--- src/rtl/unidad_de_busqueda_pkg.sv ---
// Shared fetch-stage definitions: default widths, J/HLT encodings and the fetch state type.
package paquete_pipeline;
    localparam int unsigned ANCHO_DIR_DEF   = 10;
    localparam int unsigned ANCHO_INSTR_DEF = 32;
    localparam logic [5:0]  OPCODE_J        = 6'b000010;
    localparam logic [31:0] INSTR_HLT       = 32'h0000_0000;

    typedef enum logic [1:0] {
        ARRANQUE,
        CORRIENDO,
        DETENIDO
    } estado_t;

    function automatic logic es_salto_j(input logic [31:0] instr);
        return instr[31:26] == OPCODE_J;
    endfunction
endpackage

--- src/rtl/unidad_de_busqueda_if.sv ---
// Fetch-stage bus: ROM address/data, HDU/SCU controls and the IF/ID outputs.
interface unidad_de_busqueda_if
    import paquete_pipeline::*;
#(
    parameter int unsigned ANCHO_DIR   = ANCHO_DIR_DEF,
    parameter int unsigned ANCHO_INSTR = ANCHO_INSTR_DEF
);
    logic [ANCHO_DIR-1:0]   direccion;
    logic [ANCHO_INSTR-1:0] instruccion;
    logic                   stall;
    logic                   redirect;
    logic [ANCHO_DIR-1:0]   destino;
    logic [ANCHO_INSTR-1:0] instruccion_id;
    logic [ANCHO_DIR-1:0]   pc_id;
    logic                   valido_id;
    logic                   salto_resuelto_id;
    logic                   detenido;

    modport master (
        output direccion,
        input  instruccion,
        input  stall,
        input  redirect,
        input  destino,
        output instruccion_id,
        output pc_id,
        output valido_id,
        output salto_resuelto_id,
        output detenido
    );

    modport slave (
        input  direccion,
        output instruccion,
        output stall,
        output redirect,
        output destino,
        input  instruccion_id,
        input  pc_id,
        input  valido_id,
        input  salto_resuelto_id,
        input  detenido
    );
endinterface

--- src/rtl/unidad_de_busqueda_registro_if_id.sv ---
// IF/ID pipeline register: load-enable, synchronous bubble clear, async active-low reset.
module registro_if_id #(
    parameter int unsigned ANCHO_DIR   = 10,
    parameter int unsigned ANCHO_INSTR = 32
) (
    input  logic                   clk,
    input  logic                   rst_n,
    input  logic                   cargar_i,
    input  logic                   limpiar_i,
    input  logic [ANCHO_INSTR-1:0] instr_i,
    input  logic [ANCHO_DIR-1:0]   pc_i,
    input  logic                   valido_i,
    input  logic                   salto_i,
    output logic [ANCHO_INSTR-1:0] instr_o,
    output logic [ANCHO_DIR-1:0]   pc_o,
    output logic                   valido_o,
    output logic                   salto_o
);
    logic [ANCHO_INSTR-1:0] instr_q;
    logic [ANCHO_DIR-1:0]   pc_q;
    logic                   valido_q;
    logic                   salto_q;

    always_ff @(posedge clk or negedge rst_n) begin
        if (!rst_n) begin
            instr_q  <= '0;
            pc_q     <= '0;
            valido_q <= 1'b0;
            salto_q  <= 1'b0;
        end else if (limpiar_i) begin
            instr_q  <= '0;
            pc_q     <= '0;
            valido_q <= 1'b0;
            salto_q  <= 1'b0;
        end else if (cargar_i) begin
            instr_q  <= instr_i;
            pc_q     <= pc_i;
            valido_q <= valido_i;
            salto_q  <= salto_i;
        end
    end

    assign instr_o  = instr_q;
    assign pc_o     = pc_q;
    assign valido_o = valido_q;
    assign salto_o  = salto_q;
endmodule

--- src/rtl/unidad_de_busqueda.sv ---
// Instruction fetch: PC, ROM addressing with 1-cycle latency tracking, stall/redirect/HLT handling.
// Optional early J resolution in fetch when FETCH_SALTO_TEMPRANO_EN is defined.
module unidad_de_busqueda
    import paquete_pipeline::*;
#(
    parameter int unsigned          ANCHO_DIR   = ANCHO_DIR_DEF,
    parameter int unsigned          ANCHO_INSTR = ANCHO_INSTR_DEF,
    parameter logic [ANCHO_DIR-1:0] PC_INICIAL  = '0
) (
    input logic                 clk,
    input logic                 rst_n,
    unidad_de_busqueda_if.master bus
);
    estado_t              estado_q, estado_d;
    logic [ANCHO_DIR-1:0] pc_q, pc_d;
    logic [ANCHO_DIR-1:0] vuelo_pc_q, vuelo_pc_d;
    logic                 vuelo_valido_q, vuelo_valido_d;
    logic                 cargar, limpiar, salto_d;
    logic [ANCHO_DIR-1:0] pc_id_d;

    always_ff @(posedge clk or negedge rst_n) begin
        if (!rst_n) begin
            estado_q       <= ARRANQUE;
            pc_q           <= PC_INICIAL;
            vuelo_pc_q     <= '0;
            vuelo_valido_q <= 1'b0;
        end else begin
            estado_q       <= estado_d;
            pc_q           <= pc_d;
            vuelo_pc_q     <= vuelo_pc_d;
            vuelo_valido_q <= vuelo_valido_d;
        end
    end

    // Re-presenting the in-flight address during a stall keeps the ROM output steady.
    assign bus.direccion = (bus.stall && !bus.redirect) ? vuelo_pc_q : pc_q;
    assign bus.detenido  = (estado_q == DETENIDO);
    assign pc_id_d       = vuelo_pc_q + ANCHO_DIR'(1);

    always_comb begin
        estado_d       = estado_q;
        pc_d           = pc_q;
        vuelo_pc_d     = vuelo_pc_q;
        vuelo_valido_d = vuelo_valido_q;
        cargar         = 1'b0;
        limpiar        = 1'b0;
        salto_d        = 1'b0;
        if (bus.redirect) begin
            pc_d           = bus.destino;
            vuelo_valido_d = 1'b0;
            limpiar        = 1'b1;
            estado_d       = CORRIENDO;
        end else if (!bus.stall) begin
            case (estado_q)
                ARRANQUE: begin
                    vuelo_pc_d     = pc_q;
                    vuelo_valido_d = 1'b1;
                    pc_d           = pc_q + ANCHO_DIR'(1);
                    limpiar        = 1'b1;
                    estado_d       = CORRIENDO;
                end
                CORRIENDO: begin
                    cargar         = 1'b1;
                    vuelo_pc_d     = pc_q;
                    vuelo_valido_d = 1'b1;
                    pc_d           = pc_q + ANCHO_DIR'(1);
                    if (vuelo_valido_q && bus.instruccion == INSTR_HLT) begin
                        vuelo_valido_d = 1'b0;
                        estado_d       = DETENIDO;
                    end
`ifdef FETCH_SALTO_TEMPRANO_EN
                    else if (vuelo_valido_q && es_salto_j(bus.instruccion)) begin
                        pc_d           = bus.instruccion[ANCHO_DIR-1:0];
                        vuelo_valido_d = 1'b0;
                        salto_d        = 1'b1;
                    end
`endif
                end
                DETENIDO: limpiar = 1'b1;
                default:  estado_d = ARRANQUE;
            endcase
        end
    end

    registro_if_id #(
        .ANCHO_DIR   (ANCHO_DIR),
        .ANCHO_INSTR (ANCHO_INSTR)
    ) u_if_id (
        .clk       (clk),
        .rst_n     (rst_n),
        .cargar_i  (cargar),
        .limpiar_i (limpiar),
        .instr_i   (bus.instruccion),
        .pc_i      (pc_id_d),
        .valido_i  (vuelo_valido_q),
        .salto_i   (salto_d),
        .instr_o   (bus.instruccion_id),
        .pc_o      (bus.pc_id),
        .valido_o  (bus.valido_id),
        .salto_o   (bus.salto_resuelto_id)
    );
endmodule
--- src/flat_wrapper.sv ---
// flat-port wrapper written by rule: the top's interface ports become plain ports
module unidad_de_busqueda_flat import paquete_pipeline::*;
#(
    parameter int unsigned          ANCHO_DIR   = ANCHO_DIR_DEF,
    parameter int unsigned          ANCHO_INSTR = ANCHO_INSTR_DEF,
    parameter logic [ANCHO_DIR-1:0] PC_INICIAL  = '0
)
  (clk, rst_n, bus_direccion, bus_instruccion, bus_stall, bus_redirect, bus_destino, bus_instruccion_id, bus_pc_id, bus_valido_id, bus_salto_resuelto_id, bus_detenido);
  unidad_de_busqueda_if #(.ANCHO_DIR(ANCHO_DIR), .ANCHO_INSTR(ANCHO_INSTR)) bus_i ();
  input logic clk;
  input logic rst_n;
  output wire logic [$bits(bus_i.direccion)-1:0] bus_direccion;
  input wire logic [$bits(bus_i.instruccion)-1:0] bus_instruccion;
  input wire logic [$bits(bus_i.stall)-1:0] bus_stall;
  input wire logic [$bits(bus_i.redirect)-1:0] bus_redirect;
  input wire logic [$bits(bus_i.destino)-1:0] bus_destino;
  output wire logic [$bits(bus_i.instruccion_id)-1:0] bus_instruccion_id;
  output wire logic [$bits(bus_i.pc_id)-1:0] bus_pc_id;
  output wire logic [$bits(bus_i.valido_id)-1:0] bus_valido_id;
  output wire logic [$bits(bus_i.salto_resuelto_id)-1:0] bus_salto_resuelto_id;
  output wire logic [$bits(bus_i.detenido)-1:0] bus_detenido;
  assign bus_direccion = bus_i.direccion;
  assign bus_i.instruccion = bus_instruccion;
  assign bus_i.stall = bus_stall;
  assign bus_i.redirect = bus_redirect;
  assign bus_i.destino = bus_destino;
  assign bus_instruccion_id = bus_i.instruccion_id;
  assign bus_pc_id = bus_i.pc_id;
  assign bus_valido_id = bus_i.valido_id;
  assign bus_salto_resuelto_id = bus_i.salto_resuelto_id;
  assign bus_detenido = bus_i.detenido;
  unidad_de_busqueda #(.ANCHO_DIR(ANCHO_DIR), .ANCHO_INSTR(ANCHO_INSTR), .PC_INICIAL(PC_INICIAL)) u_core (.clk(clk), .rst_n(rst_n), .bus(bus_i));
endmodule
--- config.mk ---
export PLATFORM = sky130hd
export DESIGN_NAME = unidad_de_busqueda_flat
export DESIGN_NICKNAME = d
export VERILOG_FILES = /design/src/rtl/unidad_de_busqueda_pkg.sv /design/src/rtl/unidad_de_busqueda_if.sv /design/src/rtl/unidad_de_busqueda_registro_if_id.sv /design/src/rtl/unidad_de_busqueda.sv /design/src/flat_wrapper.sv
export SDC_FILE = /design/constraint.sdc
export NUM_CORES = 1
export LEC_CHECK = 0
export ABC_AREA = 1
export BUFFER_PORTS_ARGS = -buffer_cell sky130_fd_sc_hd__buf_4
export CORE_ASPECT_RATIO = 1.25
export CORE_MARGIN = 3
export CORE_UTILIZATION = 51
export DETAILED_ROUTE_END_ITERATION = 16
export GPL_ROUTABILITY_DRIVEN = 0
export PLACE_DENSITY = 0.78
export SLEW_MARGIN = 15
export SYNTH_ARGS = -nofsm -noshare
export SYNTH_HDL_FRONTEND = slang
export SYNTH_SLANG_ARGS = --single-unit
--- constraint.sdc ---
create_clock -name clk -period 1.6 [get_ports clk]
set_input_delay 0.16 -clock clk [delete_from_list [all_inputs] [get_ports clk]]
set_output_delay 0.16 -clock clk [all_outputs]
set_load 0.02 [all_outputs]
==> results.yml, run 1 <==
timing:
  grt_setup_unrepaired: "yes"
  min_period_ns: 1.481
  fin_tns_setup_ns: 0
  fmax_mhz: 675.3
  finalHoldViolCount: 0
  setup_viol: 0
  setup_ws_ns: 0.1192
  finalCritPeriodShare_pct: 92.55
  skew_ns: 0.004372
  finalMaxSlewViolations: 0
layout:
  multi_input_area_um2: 1324
  seq_area_um2: 1652
  final_common_cell: "buf_4"
  fillers: 466
  layout_common_cells: "buf_4, nand2_1, dfrtp_1"
  diodes: 0
  finalNetCount: 514
  areaGrowthSynthToFinish_pct: 35.22
  finalInstanceArea_um2: 4223
  drive_gt1_share_pct: 28.66
worst_setup_path:
  cp_num_buf_inv: 2
  cpLargestDelayFamily: "flip-flops"
  slowest_stage: "dfrtp_1"
  crit_chain: "inv_1 > o21ai_0 > buf_4"
  r2r_cells: 8
  r2r-end: "u_core.u_if_id.pc_o[9]"
  cp.depth: 3
  worstSetupPathType: "register to output pin"
  r2r_start: "u_core.estado_q[0]"
  cp-end-kind: "output pin"
  worst_ep_required_time_ns: 1.44
  path_max_fanout: 5
  arrival_ns: 1.32
  startpoint_type: "register"
  slowest_delay_ns: 0.43
  r2r_slack_ns: 0.14
detailed_routing:
  wl_per_cell_um: 14.41
  drt_first_pass_iters: 4
  postRouteWirelength_mm: 7.966
  viasPerCell: 5.221
  antenna_left: 0
  drc: 0
  num_vias: 2887
  drtIter0Drc: 119
clock_network:
  clk-insertion-delay-late_ns: 0.34
  cts_sinks: 66
  htree_levels: 3
  path_clk_slew_ns: 0.07
  root_buffer: "clkbuf_8"
  cts_inserted_buffers: 9
  cts_tree: "done"
  clock_path_buffers: 2
global_routing:
  grt_pass1_vias: 2739
  antenna_found_initial: 0
  grt_pass1_wl_mm: 12.94
  grt.overflow.total: 0
  grt_max_degree: 45
  grt_usage_pct: 22.96
yosys:
  ys_seq_area_share_pct: 52.88
  syn_area_um2: 3123
  yosysWarnings: 0
  ys_types: 30
  synthCells: 358
  ys_ff_latch: 66
  syn-num-nets: 406
  syn_area_per_cell_um2: 8.723
min_path:
  min_path_type: "primary input to register"
  min_from: "bus_destino[3]"
  min_to: "u_core.pc_q[3]"
  whs_path_depth: 3
place:
  place_hpwl_mm: 5.708
  dp_slack_ns: 0.07911
  numPortBuffers: 99
  dpl_cell_area_um2: 3953
die:
  die_w_um: 75.99
  die_h_um: 93.49
  dieArea_um2: 7104
  ios: 101
  start_util_pct: 53.32
  fp.coreArea_um2: 5857
  num_rows: 31
pwr:
  comb_power_share_pct: 23.9
  pwr-share-seq_pct: 44.9
  pwr-share-clk_pct: 31.2
  p_int_mw: 3.056
  peakVddDrop_v: 0.0006381
  p_sw_mw: 1.358
  p_leak_nw: 2.145
  powerDensity_nw_per_um2: 1045
  swShare_pct: 30.76
  power_mw: 4.414
job:
  maxCapViolCount: 0
run_status:
  outcome: "complete, no violations"
==> state kept, by name, summed over array words and instances (netlist names) <==
name                     cells
u_core.estado_q              2
u_core.pc_q                 10
u_core.u_if_id.instr_o      32
u_core.u_if_id.pc_o         10
u_core.u_if_id.valido_o      1
u_core.vuelo_pc_q           10
u_core.vuelo_valido_q        1
==> worst max-delay path by stage <==
stage / startpoint / endpoint / slack, ns
after global placement: u_core.estado_q[0] / u_core.u_if_id.pc_o[2] / 0.14
after CTS: u_core.estado_q[0] / u_core.u_if_id.pc_o[2] / 0.06
after detailed placement: u_core.estado_q[0] / u_core.u_if_id.pc_o[2] / 0.08
after global routing: u_core.estado_q[0] / u_core.u_if_id.pc_o[4] / 0.006
final: u_core.pc_q[2] / bus_direccion[2] / 0.12
after floorplan: u_core.estado_q[0] / u_core.u_if_id.instr_o[27] / 0.29
==> worst reg2reg max path, delay by kind of cell, from the launching register on <==
| kind | cells | cell delay (ns) |
|---|---|---|
| flip-flops | 1 | 0.37 |
| AO/OA/AOI/OAI | 2 | 0.26 |
| AND/OR/NAND/NOR | 4 | 0.55 |
| buffers and inverters | 2 | 0.24 |
==> repair_timing <==
item,CTS,global route
hold buffers,1,0
buffers inserted,0,1
gates resized for setup,0,5
setup endpoints to repair,0,41
endpoints found under the hold margin,32,0
==> power by group through the flow <==
stage | sequential [mW] | combinational [mW] | clock [mW]
global route | 2.00 | 1.16 | 1.47
detailed placement | 2.01 | 1.03 | 0
finish | 1.98 | 1.06 | 1.38
CTS | 1.98 | 1.03 | 1.40
floorplan | 2.11 | 0.461 | 0
global placement | 2.01 | 1.00 | 0
==> logic make-up (layout without fill, tap and decap cells) <==
family / Yosys count / count (layout) / share of synthesized area (%)
other cells: 1 / 1 / 0.1201
fa+ha+maj: 2 / 2 / 0.8012
xor+xnor: 2 / 2 / 0.5610
simple gates: 165 / 168 / 22.60
compound gates: 79 / 79 / 16.67
buf+inv: 43 / 153 / 6.370
flops: 66 / 66 / 52.88
==> synthesized netlist by cell type <==
master | instances | area [um^2]
o221ai_1 | 2 | 17.52
o211ai_1 | 3 | 22.52
buf_4 | 3 | 22.52
xnor2_1 | 1 | 8.760
a21oi_1 | 4 | 20.02
buf_6 | 3 | 33.78
nand3_1 | 17 | 85.08
clkbuf_1 | 4 | 15.01
nor2_1 | 40 | 150.1
xor2_1 | 1 | 8.760
nand3b_1 | 2 | 15.01
o21ai_1 | 9 | 45.04
nand2_1 | 92 | 345.3
nor2_2 | 3 | 18.77
conb_1 | 1 | 3.750
a21boi_0 | 1 | 7.510
dfrtp_1 | 66 | 1652
ha_1 | 2 | 25.02
o31ai_2 | 1 | 12.51
o31ai_1 | 1 | 7.510
o21ai_0 | 30 | 150.1
nand2_2 | 1 | 6.260
nor3_1 | 4 | 20.02
inv_2 | 3 | 11.26
inv_1 | 27 | 101.4
nor2_8 | 2 | 40.04
a22o_1 | 25 | 219.0
a31oi_1 | 3 | 18.77
buf_2 | 3 | 15.01
nand4_1 | 4 | 25.02
==> stage by stage <==
step           util, %  hold slack [ns]  cells
2_1_floorplan        -          -0.1356    358
3_3_place_gp     67.49           0.1313    532
3_5_place_dp     67.49           0.1363    532
4_1_cts          71.10          0.02592    549
5_1_grt          72.10          0.03370    553
6_report         72.10          0.03893    553
==> layout make-up <==
type / instances / area share, %
multi-input cells: 252 / 31.35
inverters: 30 / 2.667
repair buffers: 107 / 19.67
clock buffers: 15 / 4.652
flip-flops and latches: 66 / 39.11
clock inverters: 1 / 0.1185
well taps: 82 / 2.430
==> layer usage <==
metal,GRT usage (%),vias up,share of wire [%]
met2,38.61,98,51
met4,11.33,0,2.1
met1,28.76,1355,41
met5,0,-,0
met3,4.046,17,5.9
li1,-,1417,-
Power figures use the tool's default switching activity.
==> run 2: changes to the inputs <==
--- a/config.mk
+++ b/config.mk
@@ -5,11 +5,10 @@
 export SDC_FILE = /design/constraint.sdc
 export NUM_CORES = 1
 export LEC_CHECK = 0
-export ABC_AREA = 1
 export BUFFER_PORTS_ARGS = -buffer_cell sky130_fd_sc_hd__buf_4
 export CORE_ASPECT_RATIO = 1.25
 export CORE_MARGIN = 3
-export CORE_UTILIZATION = 51
+export CORE_UTILIZATION = 50
 export DETAILED_ROUTE_END_ITERATION = 16
 export GPL_ROUTABILITY_DRIVEN = 0
 export PLACE_DENSITY = 0.78
==> results.yml, run 2 <==
worst_setup_path:
  worstSetupPathType: "register to register"
  path_max_fanout: 5
  arrival_ns: 1.68
  slowest_stage: "dfrtp_1"
  worst_ep_required_time_ns: 1.80
  cp-end-kind: "register"
  slowest_delay_ns: 0.34
  crit_chain: "buf_4 > nor4b_1 > nand4_1 > nor3_2 > buf_4 > a211oi_1"
  crit_top_cell: "buf_4"
  startpoint_type: "register"
layout:
  drive_gt1_share_pct: 41.34
  stdcell_count: 422
  largest_reg_flops: 32
  diodes: 0
  finalNetCount: 401
  finalInstanceArea_um2: 4044
  areaGrowthSynthToFinish_pct: 37.07
  final_common_cell: "buf_4"
  layout_common_cells: "buf_4, dfrtp_1, a22o_1"
  final_util_pct: 72.79
clock_network:
  clk-insertion-delay-late_ns: 0.34
  path_clk_slew_ns: 0.07
  cts_tree: "done"
  htree_levels: 3
  cts_sinks: 66
  clock_path_buffers: 2
  cts_inserted_buffers: 9
  root_buffer: "clkbuf_8"
  cts_setup_buffers: 0
yosys:
  syn_area_um2: 2950
  yosys-top-cells-count: "dfrtp_1, a22o_1, nand2_1, mux2_2, o21ai_0"
  yosys.cell_count.top_type: "dfrtp_1"
  synth_edf_count: 0
  synthCells: 248
  syn-num-nets: 296
  yosysWarnings: 0
  syn_area_per_cell_um2: 11.90
  synthTopCellsByArea: "dfrtp_1, a22o_1, mux2_2"
  synth.top_cell.area_share_pct: 55.98
  ys_ff_latch: 66
  async_flop_share_pct: 100.0
  netlist.top_cell.by_area: "dfrtp_1"
  ys_seq_area_share_pct: 55.98
  ys_types: 32
  synth_ff_type: "dfrtp_1"
timing:
  tightest_slew_ns: 0.5955
  maxSlewHeadroom_pct: 60.21
  fin_tns_setup_ns: 0
  finalHoldViolCount: 0
  fmax_mhz: 673.1
  finalMaxSlewViolations: 0
  setup_ws_ns: 0.1143
  setup_viol: 0
  hold_slack_ns: 0.02735
  skew_ns: 0.008266
  min_period_ns: 1.486
  grt_setup_unrepaired: "no"
  finalCritPeriodShare_pct: 92.86
detailed_routing:
  drc: 0
  num_vias: 2376
  antenna_left: 0
  postRouteWirelength_mm: 7.045
  wl_per_cell_um: 16.69
  drt_first_pass_iters: 4
  viasPerCell: 5.630
  drtIter0Drc: 98
global_routing:
  grt_max_degree: 37
  grt_usage_pct: 21.62
  antenna_found_initial: 0
  grt_pass1_wl_mm: 11.41
  grt.overflow.total: 0
  grt_pass1_vias: 2367
die:
  ios: 101
  die_h_um: 91.89
  die_w_um: 74.71
  start_util_pct: 53.11
  fp.coreArea_um2: 5555
  dieArea_um2: 6864
  num_rows: 30
min_path:
  min_path_type: "primary input to register"
pwr:
  powerDensity_nw_per_um2: 1127
  peakVddDrop_v: 0.0009483
  p_leak_nw: 1.966
  power_mw: 4.557
place:
  dp.cells: 404
  dpl_cell_area_um2: 3774
  place_hpwl_mm: 4.983
  dp_slack_ns: -0.05858
  numPortBuffers: 99
run_status:
  outcome: "complete, no violations"
job:
  maxCapViolCount: 0
==> run 2: path summary, 6_finish.rpt <==
check | startpoint | endpoint | slack (ns) | cells after the start
max | u_core.estado_q[0] | u_core.vuelo_valido_q | 0.11 | 6
min | bus_destino[5] | u_core.pc_q[5] | 0.03 | 3
max reg2reg | u_core.estado_q[0] | u_core.vuelo_valido_q | 0.11 | 6
min reg2reg | u_core.u_if_id.pc_o[1] | u_core.u_if_id.pc_o[1] | 0.49 | 2
max in group asynchronous | rst_n | u_core.u_if_id.valido_o | 0.78 | 3
min in group asynchronous | rst_n | u_core.u_if_id.instr_o[3] | 0.30 | 2
==> run 2: logic make-up (layout without fill, tap and decap cells) <==
| group | count (synthesis) | count (layout) | share of synthesized area, % |
|---|---|---|---|
| xor gates and xnor gates | 17 | 17 | 5.047 |
| other | 1 | 1 | 0.1271 |
| muxes | 21 | 21 | 7.973 |
| DFF | 66 | 66 | 55.98 |
| buffers and inverters | 17 | 126 | 3.096 |
| adders and majority gates | 2 | 2 | 0.8480 |
| AOI/OAI and AO/OA | 59 | 59 | 15.05 |
| and+or+nand+nor | 65 | 66 | 11.87 |
==> run 2: area by class of cell <==
class | instances | area [um^2]
sequential | 66 | 1652
clock buffer | 12 | 145.1
tap | 64 | 80.08
inverter | 1 | 3.754
clock inverter | 4 | 98.84
timing repair buffer | 109 | 833.3
fill | 410 | 1511
multi-input combinational | 166 | 1231
==> run 2: per-layer routing <==
| metal | routed length [um] | GRT usage, % |
|---|---|---|
| met1 | 2940 | 27.49 |
| met2 | 3551 | 35.04 |
| met3 | 439 | 3.728 |
| met4 | 113 | 10.24 |
| met5 | 0 | 0 |
==> run 2: critical path, delay by kind of cell (launching register included) <==
kind	cells	cell delay, ns
buf+inv	2	0.30
compound gates	1	0.06
flops	1	0.34
simple gates	3	0.65
==> run 2: power breakdown <==
| part | internal [mW] | switching, mW | leakage (nW) |
|---|---|---|---|
| clock | 1.08 | 0.616 | 0.121 |
| combinational | 0.434 | 0.443 | 0.991 |
| sequential | 1.83 | 0.156 | 0.855 |
| total | 3.34 | 1.21 | 1.97 |
==> run 2: timing repair <==
item,CTS,global route
resized for setup,1,1
endpoints found under the setup margin,26,3
hold endpoints to repair,32,0
pin swaps,1,0
hold buffers,1,0
cloned,1,0
